[src/rtl/tlb_inv_seq.sv]
// INVTLB walk sequencer and TLB write-port arbiter. Steps through every TLB entry over the read
// port, clears entries that match the latched INVTLB operands, and yields to external writes.
module tlb_inv_seq #(
  parameter int unsigned TLBNUM = 16,
  parameter int unsigned IDXW   = $clog2(TLBNUM),
  parameter int unsigned ENTW   = 89
) (
  input  logic            clk,
  input  logic            rstn,
  input  logic            inv_valid,
  input  logic [4:0]      inv_op,
  input  logic [9:0]      inv_asid,
  input  logic [18:0]     inv_vppn,
  output logic            inv_ready,
  output logic            busy,
  output logic            inv_done,
  output logic            inv_ine,
  input  logic            ext_we,
  input  logic [IDXW-1:0] ext_w_index,
  input  logic [ENTW-1:0] ext_w_entry,
  output logic [IDXW-1:0] r_index,
  input  logic            r_e,
  input  logic [18:0]     r_vppn,
  input  logic [5:0]      r_ps,
  input  logic [9:0]      r_asid,
  input  logic            r_g,
  output logic            we,
  output logic [IDXW-1:0] w_index,
  output logic [ENTW-1:0] w_entry
);

  localparam logic [IDXW-1:0] LastIdx = IDXW'(TLBNUM - 1);

  typedef enum logic [1:0] {StIdle, StRun, StDone} state_e;

  state_e          state_q, state_d;
  logic [IDXW-1:0] r_index_q, r_index_d;
  logic [2:0]      op_q, op_d;
  logic [9:0]      asid_q, asid_d;
  logic [18:0]     vppn_q, vppn_d;
  logic            ine_q, ine_d;

  logic asid_eq, va_eq, match, seq_we;

  always_comb begin
    asid_eq = (r_asid == asid_q);
    // 4 KiB pages compare the full VPPN; large pages ignore the low 9 bits.
    va_eq   = (r_ps == 6'd12) ? (r_vppn == vppn_q) : (r_vppn[18:9] == vppn_q[18:9]);
    case (op_q)
      3'd0, 3'd1: match = 1'b1;
      3'd2:       match = r_g;
      3'd3:       match = !r_g;
      3'd4:       match = !r_g && asid_eq;
      3'd5:       match = !r_g && asid_eq && va_eq;
      3'd6:       match = (r_g || asid_eq) && va_eq;
      default:    match = 1'b0;
    endcase
  end

  always_comb begin
    state_d   = state_q;
    r_index_d = r_index_q;
    op_d      = op_q;
    asid_d    = asid_q;
    vppn_d    = vppn_q;
    ine_d     = 1'b0;
    seq_we    = 1'b0;
    unique case (state_q)
      StIdle: begin
        if (inv_valid) begin
          if (inv_op <= 5'd6) begin
            op_d      = inv_op[2:0];
            asid_d    = inv_asid;
            vppn_d    = inv_vppn;
            r_index_d = '0;
            state_d   = StRun;
          end else begin
            ine_d = 1'b1;
          end
        end
      end
      StRun: begin
        // An external write owns the port; hold the index and re-check the entry next cycle.
        if (!ext_we) begin
          seq_we = r_e && match;
          if (r_index_q == LastIdx) begin
            r_index_d = '0;
            state_d   = StDone;
          end else begin
            r_index_d = r_index_q + 1'b1;
          end
        end
      end
      StDone: state_d = StIdle;
      default: state_d = StIdle;
    endcase
  end

  always_comb begin
    we      = rstn && (ext_we || seq_we);
    w_index = ext_w_index;
    w_entry = ext_w_entry;
    if (!ext_we && seq_we) begin
      w_index = r_index_q;
      w_entry = '0;
    end
  end

  always_ff @(posedge clk or negedge rstn) begin
    if (!rstn) begin
      state_q   <= StIdle;
      r_index_q <= '0;
      op_q      <= '0;
      asid_q    <= '0;
      vppn_q    <= '0;
      ine_q     <= 1'b0;
    end else begin
      state_q   <= state_d;
      r_index_q <= r_index_d;
      op_q      <= op_d;
      asid_q    <= asid_d;
      vppn_q    <= vppn_d;
      ine_q     <= ine_d;
    end
  end

  assign inv_ready = (state_q == StIdle);
  assign busy      = (state_q == StRun);
  assign inv_done  = (state_q == StDone);
  assign inv_ine   = ine_q;
  assign r_index   = r_index_q;

endmodule

[config.mk]
export PLATFORM = sky130hd
export DESIGN_NAME = tlb_inv_seq
export DESIGN_NICKNAME = d
export VERILOG_FILES = /design/src/rtl/tlb_inv_seq.sv
export SDC_FILE = /design/constraint.sdc
export NUM_CORES = 1
export LEC_CHECK = 0
export ABC_CLOCK_PERIOD_IN_PS = 5100
export BUFFER_PORTS_ARGS = -buffer_cell sky130_fd_sc_hd__buf_2
export CORE_AREA = 5 5 102 104
export CTS_CLUSTER_DIAMETER = 60
export DETAILED_ROUTE_END_ITERATION = 8
export DIE_AREA = 0 0 107 109
export GPL_ROUTABILITY_DRIVEN = 1
export PLACE_DENSITY = 0.67
export SLEW_MARGIN = 20
export SYNTH_ARGS = -nofsm -noshare
export SYNTH_HDL_FRONTEND = slang
export SYNTH_SLANG_ARGS = --single-unit
[constraint.sdc]
create_clock -name clk -period 5.1 [get_ports clk]
set_input_delay 0 -clock clk [delete_from_list [all_inputs] [get_ports clk]]
set_output_delay 0 -clock clk [all_outputs]
set_load 0.01 [all_outputs]
==> impl_metrics.ini <==
[run_status]
status = completed

[routing]
first_pass_iters = 4
drc = 0
num_vias = 3010
routed_wl_microns = 11000
wl_per_cell_microns = 16.2
vias_per_cell = 4.42
first_iter_violations = 88
detail-route-antenna-nets = 0

[yosys]
synthTopCellsByArea = dfrtp_1, and2_1, mux2_2
synthFlopType = dfrtp_1
yosys-top-cells-count = and2_1, dfrtp_1, mux2_2
yosysUniqueCellTypes = 31
yosysTopAreaCell = dfrtp_1
synth_nets = 434
synthMostInstantiatedCell = and2_1
synth_area_sq_um = 2670
synthCells = 265
synth-seq-cells = 39
ys_seq_area_frac = 0.366
syn_avg_cell_area_sq_um = 10.1
synth-edff-count = 0
synth_top_area_frac = 0.366
synthArstFlopShare = 1.00
yosysWarnings = 0

[cells_and_area]
drive_above_1_share = 0.563
area_growth_pct = 70.2
multi_input_area_sq_um = 1590
layout.nets = 737
seqCellArea_sq_um = 976
n_fill_cell = 890
diodes = 0

[sta]
period_share = 0.560
holdWs_ns = 0.288
slew_violations = 0
hold_violations = 0
clock.fmax_mhz = 350
period_needed_ns = 2.85
rsz0062_at_grt = no
finalSetupTns_ns = 0
setup_violations = 0
worst-slew-pin-transition_ns = 0.721
layout_setup_ws_ns = 2.25
clock_skew_ns = 0.00586
max-slew-margin-rel = 0.519

[global_route]
grt_pass1_wl_microns = 15900
grt_usage = 0.174
grt_overflow = 0
grt_max_degree = 41
antenna_found_initial = 1
grt_pass1_vias = 3100

[power]
ir_drop_mv = 0.223
p_per_area_nw_per_um2 = 341
p_leak_nw = 2.40

[worst_setup_path]
critPathLaunchType = flip-flop
cp-end-kind = output port
required_ns = 5.10
setup.worst_path.start = vppn_q[7]$_DFFE_PN0P_
worstPathArrival_ns = 2.85
r2r-start = state_q[0]$_DFFE_PN0P_
crit_type = reg2out
crit_fanout = 40

[cts]
tritoncts = done
clockBufferDepth = 2
post_cts_buffers = 0
htree_levels = 2
path_clk_slew_ns = 0.08
numCtsBuffers = 5
clkSinkCount = 39
cts_root_buf = clkbuf_8
clk_latency_ns = 0.28

[placement]
io_buffer_count = 269
gp_congestion = 0.751
dp_hpwl_microns = 8970
pre_cts_slack_ns = 2.53

[floorplanning]
die_width_microns = 107
rows = 36
start_util = 0.282
ios = 270
fp.coreArea_sq_um = 9460
die_h_microns = 109
die_area_sq_um = 11700

[worst_hold_path]
hold_start = ext_w_entry[54]
hp-class = in2out

[job]
maxCapViolCount = 0
-- routing by layer --
metal,vias to the layer above,track usage,part of all wire
met3,18,0.0722,0.096
met5,-,0,0.0010
li1,1477,-,-
met4,2,0.0393,0.014
met2,131,0.324,0.53
met1,1382,0.185,0.36
-- cell families (layout without fill, tap and decap cells) --
kind of cell	after synthesis	after routing	share of synthesized area
compound gates	15	15	0.0408
flops	39	39	0.366
mux	37	37	0.161
fa+ha+maj	1	1	0.00469
simple gates	128	128	0.289
xor+xnor	30	30	0.0984
buf+inv	15	317	0.0408
-- report_power, final --
part	switching, mW	leakage (nW)	internal (mW)
Clock	0.105	0.0361	0.0909
Combinational	0.353	1.89	0.425
Sequential	0.119	0.473	0.455
-- final cells by class --
cell class                 count  share of cell area
timing repair buffer         309               0.387
clock inverter                 1             0.00165
clock buffer                   5              0.0151
inverter                       2             0.00165
sequential                    39               0.215
multi-input combinational    211               0.349
tap                          114              0.0314
-- final timing paths --
| check | slack (ns) | end | cells after the start |
|---|---|---|---|
| max reg2reg | 3.52 | r_index[3]$_DFFE_PN0P_ | 6 |
| max in group asynchronous | 4.45 | r_index[0]$_DFFE_PN0P_ | 3 |
| min reg2reg | 0.53 | asid_q[5]$_DFFE_PN0P_ | 1 |
| max | 2.25 | w_entry[56] | 9 |
| min | 0.29 | w_entry[54] | 3 |
| min in group asynchronous | 0.31 | asid_q[2]$_DFFE_PN0P_ | 3 |
-- worst max-delay path, cell delays in order, from the launching register on --
cell and delay, ns:
dfrtp_1 0.40, xnor2_1 0.14, nand4_1 0.10, nor4_1 0.05, or4_4 0.49, a31oi_4 0.59, buf_16 0.25, buf_4 0.24
and2_1 0.16, buf_2 0.13
-- sequential cells by signal, summed over array words and instances (netlist names) --
name	cells
state_q	2
vppn_q	19
asid_q	10
op_q	3
r_index	4
inv_ine	1
-- through the flow --
step           utilization  total power [mW]  std cells  instance area (sq um)
6_report             0.480              1.55        681                   4540
5_1_grt              0.480              1.67        681                   4540
4_1_cts              0.480              1.57        681                   4540
3_5_place_dp         0.434              1.34        639                   4110
2_1_floorplan            -              1.05        265                   2670
3_3_place_gp         0.431              1.31        638                   4080
-- timing repair --
| item | in CTS | in global routing |
|---|---|---|
| gates resized for setup | 0 | 0 |
| endpoints found under the hold margin | 73 | 0 |
| hold buffers | 36 | 0 |
| setup endpoints to repair | 0 | 0 |
-- cell usage in the layout, fill, tap and decap left out, types with 2 or more instances in the layout --
cell type      instances
buf_2                269
and2_1                89
dfrtp_1               39
dlygate4sd3_1         36
mux2_2                32
xor2_1                18
xnor2_1               12
nand2_1               11
nand3_1                6
nor2_1                 5
o21ai_0                5
clkbuf_8               5
nand4_1                4
nor4_1                 4
mux2_4                 4
nand2b_1               3
buf_4                  3
inv_1                  2
nor3_1                 2
a21oi_1                2
nor2b_1                2
Power figures use the tool's default switching activity.
